## config.mk

```make
export PLATFORM = sky130hd
export DESIGN_NAME = apb_master_bridge
export DESIGN_NICKNAME = d
export VERILOG_FILES = /design/src/rtl/apb_master_bridge.sv
export SDC_FILE = /design/constraint.sdc
export NUM_CORES = 1
export LEC_CHECK = 0
export BUFFER_PORTS_ARGS = -buffer_cell sky130_fd_sc_hd__buf_2
export CAP_MARGIN = 20
export CORE_ASPECT_RATIO = 0.7
export CORE_MARGIN = 2
export CORE_UTILIZATION = 43
export CTS_BUF_LIST = sky130_fd_sc_hd__clkbuf_2
export CTS_CLUSTER_DIAMETER = 200
export DETAILED_ROUTE_END_ITERATION = 12
export PLACE_DENSITY = 0.78
export REMOVE_ABC_BUFFERS = 1
export SYNTH_ARGS = -nofsm -noshare
export SYNTH_HDL_FRONTEND = slang
export SYNTH_SLANG_ARGS = --single-unit
```

## constraint.sdc

```tcl
create_clock -name PCLK -period 4 [get_ports PCLK]
set_clock_uncertainty 0.05 [all_clocks]
set_input_delay 1.2 -clock PCLK [delete_from_list [all_inputs] [get_ports PCLK]]
set_output_delay 1.2 -clock PCLK [all_outputs]
set_load 0.02 [all_outputs]
```

## src/rtl/apb_master_bridge.sv

```systemverilog
// APB requester: turns a valid/ready request into APB SETUP/ACCESS transfers toward two slaves.
// Optional ACCESS-phase timeout is compiled in with `define APB_MASTER_TIMEOUT_EN.
module apb_master_bridge #(
  parameter int unsigned SEL_BIT = 12,
  parameter int unsigned TIMEOUT = 16
) (
  input  logic        PCLK,
  input  logic        PRESET,
  input  logic        req_valid,
  output logic        req_ready,
  input  logic        req_write,
  input  logic [31:0] req_addr,
  input  logic [31:0] req_wdata,
  input  logic [2:0]  req_prot,
  output logic        rsp_valid,
  output logic [31:0] rsp_rdata,
  output logic        rsp_err,
  output logic [1:0]  PSEL,
  output logic        PENABLE,
  output logic [31:0] PADDR,
  output logic        PWRITE,
  output logic [31:0] PWDATA,
  output logic [2:0]  PPROT,
  input  logic [31:0] PRDATA,
  input  logic        PREADY,
  input  logic        PSLVERR
);

  localparam logic [1:0] IDLE   = 2'd0;
  localparam logic [1:0] SETUP  = 2'd1;
  localparam logic [1:0] ACCESS = 2'd2;

  logic [1:0]  state_q, state_d;
  logic        write_q, sel_q;
  logic [31:0] addr_q, wdata_q;
  logic [2:0]  prot_q;
  logic        rsp_valid_q, rsp_err_q;
  logic [31:0] rsp_rdata_q;
  logic        accept, done, timeout;

  assign accept = (state_q == IDLE) && req_valid;

`ifdef APB_MASTER_TIMEOUT_EN
  logic [15:0] cnt_q;

  // cnt_q holds the number of earlier PREADY-low ACCESS cycles of this transfer.
  assign timeout = (state_q == ACCESS) && !PREADY && (cnt_q == 16'(TIMEOUT - 1));

  always_ff @(posedge PCLK or posedge PRESET) begin
    if (PRESET) begin
      cnt_q <= 16'd0;
    end else if (state_q == SETUP) begin
      cnt_q <= 16'd0;
    end else if (state_q == ACCESS && !PREADY) begin
      cnt_q <= cnt_q + 16'd1;
    end
  end
`else
  logic unused_timeout;

  assign timeout        = 1'b0;
  assign unused_timeout = ^TIMEOUT;
`endif

  assign done = (state_q == ACCESS) && (PREADY || timeout);

  always_comb begin
    state_d = state_q;
    case (state_q)
      IDLE:    if (req_valid) state_d = SETUP;
      SETUP:   state_d = ACCESS;
      ACCESS:  if (done) state_d = IDLE;
      default: state_d = IDLE;
    endcase
  end

  always_ff @(posedge PCLK or posedge PRESET) begin
    if (PRESET) begin
      state_q     <= IDLE;
      write_q     <= 1'b0;
      sel_q       <= 1'b0;
      addr_q      <= 32'd0;
      wdata_q     <= 32'd0;
      prot_q      <= 3'd0;
      rsp_valid_q <= 1'b0;
      rsp_err_q   <= 1'b0;
      rsp_rdata_q <= 32'd0;
    end else begin
      state_q     <= state_d;
      rsp_valid_q <= done;
      if (accept) begin
        write_q <= req_write;
        sel_q   <= req_addr[SEL_BIT];
        addr_q  <= req_addr;
        wdata_q <= req_write ? req_wdata : 32'd0;
        prot_q  <= req_prot;
      end
      if (done) begin
        // A timeout only fires with PREADY low, so PREADY alone tells the two apart.
        rsp_err_q   <= PREADY ? PSLVERR : 1'b1;
        rsp_rdata_q <= (PREADY && !write_q) ? PRDATA : 32'd0;
      end
    end
  end

  assign req_ready = (state_q == IDLE);
  assign PSEL      = (state_q == IDLE) ? 2'b00 : (sel_q ? 2'b10 : 2'b01);
  assign PENABLE   = (state_q == ACCESS);
  assign PADDR     = addr_q;
  assign PWRITE    = write_q;
  assign PWDATA    = wdata_q;
  assign PPROT     = prot_q;
  assign rsp_valid = rsp_valid_q;
  assign rsp_rdata = rsp_rdata_q;
  assign rsp_err   = rsp_err_q;

endmodule

```

==> reports/metrics.cfg <==
[outcome]
outcome=completed

[die]
die_area_um2=11200
core_um2=10200
initial_core_util=0.436
top_level_ports=211
rows=31
die_y_um=89.1
die_w_um=126

[sta]
drv_slew=0
worst_pin_slew_ns=0.650
fin_crit_sh=0.683
relSlewSlack=0.567
rsz0062_at_grt=no
hold_violations=0
min_period_ns=2.73
setup_viol=0
fmax_mhz=366

[placement]
globalplace.congestion=0.766
dpl_cell_area_um2=5590
port_buffers=210
dp_hpwl_um=6890

[min_path]
whs_endpoint=PWDATA[2]
hold_path_startpoint=PWDATA[2]
hold_depth=2
hp-class=flip-flop to flip-flop

[cells_and_area]
fin_util=0.560
insertedDiodeCount=0
drive_gt1_frac=0.556
stdcell_area_um2=5710
multi_input_area_um2=1590
synthToLayoutAreaGrowth_pct=28.4
register_area_um2=2600
nFillCells=880
final_nets=640

[drt]
vias_per_cell=4.60
drc=0
dr.first_iter.drc_count=115
wl_per_cell_um=14.2
drt.antenna.violating_nets=0
drt_wl_total_um=9520
drt_pass1_iterations=4
dr_total_vias=3084

[pwr]
p_per_area_nw_per_um2=794
p_leak_nw=3.03
p_total_mw=4.53
ir_worst_vdd_v=0.000472

[setup_path]
cp.required_ns=2.75
cp.arrival_ns=1.48
rr_startpoint=state_q[0]
end_kind=output pin
critical_path_class=flip-flop to output pin
r2r_slack_ns=2.04
rr_worst_depth=3
crit_fanout=5
r2r_end=rsp_rdata[3]
crit_path_start_kind=flip-flop

[synthesis]
synth_cells=330
synth_common_cells=104 x dfrtp_1, 40 x mux2_2, 34 x nor2b_1, 33 x inv_1, 33 x mux2i_1
ys_warn_count=0
yosysTopAreaCell=dfrtp_1
post-synth-top-area-fraction=0.585
yosysMostFrequentCell=dfrtp_1
seq_area_frac_synth=0.585
yosys_register_bits=104
synth_edf_count=0
async_flop_share=1.00
netlist_area_um2=4450
ys_top_cells_by_area=dfrtp_1 58%, mux2_2 10%, mux2_4 9.8%
ys.flop_type=dfrtp_1
syn_avg_cell_area_um2=13.5
ys_types=15

[clocking]
clkTransAtPathRegs_ns=0.25
cts-buffers-inserted=9
clockRootBuffer=clkbuf_2
cts_max_path_buffers=2
cts-resized-gates=0
holdBufCountCts=0
cts_sinks=104
post_cts_buffers=0
cts_tree=yes
clk_latency_ns=0.53
htreeDepth=3

[grt]
grt_overflow=0
grt_usage=0.167
grt_pass1_vias=3061
grt_pass1_wl_um=14800
antenna_found_initial=0
grt_max_degree=70

[flow_run]
drv_cap=0

-- layer usage --
metal / track usage / routed length, um
met4: 0.0545 / 142
met3: 0.0586 / 694
met2: 0.269 / 4570
met5: 0 / 0
met1: 0.214 / 4110
-- where the power goes --
part           total (mW)  internal, mW  switching (mW)  leakage, nW
combinational        2.20         0.938            1.26         1.65
sequential           1.80          1.53           0.267         1.30
clock               0.533         0.203           0.330       0.0763
-- cells by family (layout without fill, tap and decap cells) --
group / Yosys count / count (layout) / share of synthesized area
flip-flops: 104 / 104 / 0.585
multiplexers: 102 / 102 / 0.273
AND/OR/NAND/NOR: 71 / 71 / 0.0816
buffers and inverters: 53 / 261 / 0.0602
-- worst max-delay path, cell delays in order (launching register included) --
cell and delay [ns]:
dfrtp_1 0.51, nor2_1 0.22, nor2b_1 0.07, buf_2 0.16
-- through the flow --
step	cells	setup TNS (ns)	setup WS [ns]	hold WS, ns
after floorplan	310	-272.64	-4.07	0.450
after global placement	656	0	1.34	0.433
after detailed placement	656	0	1.28	0.440
after CTS	670	0	1.18	0.488
after global routing	670	0	1.07	0.509
final	670	0	1.27	0.484
-- state kept, by name, indices dropped and copies added (netlist names) --
name	flops
PWRITE	1
PWDATA	32
rsp_rdata	32
rsp_err	1
rsp_valid	1
state_q	2
PPROT	3
PADDR	32
-- cells in the final DEF, fill, tap and decap left out --
cell and instances:
mux2_2 40, nand2_1 32, nor2_1 2, buf_4 2, clkbuf_2 9, buf_2 210
clkinv_1 1, and3b_2 1, nor2b_1 34, mux2_4 29, nand2b_1 1, inv_6 2
dfrtp_1 104, buf_12 2, bufinv_16 2, inv_1 32, mux2i_1 33, nor3b_2 1
inv_4 1
-- area by class of cell --
cell class,count,share of cell area
flip-flops and latches,104,0.456
clock inverters,5,0.0142
well taps,132,0.0289
repair buffers,214,0.194
inverters,33,0.0221
clock buffers,9,0.00789
multi-input cells,173,0.278
-- worst max-delay path by stage --
stage                     startpoint       endpoint  slack [ns]  cells past startpoint
after detailed placement      PREADY  rsp_rdata[13]        1.28                      4
after floorplan            req_valid       PADDR[0]       -4.07                      2
after global placement        PREADY  rsp_rdata[18]        1.34                      4
after CTS                 state_q[0]        PSEL[1]        1.18                      3
after global routing      state_q[0]        PSEL[1]        1.07                      3
final                     state_q[0]        PSEL[1]        1.27                      3
Note: power is estimated with default switching activity, not from simulation.
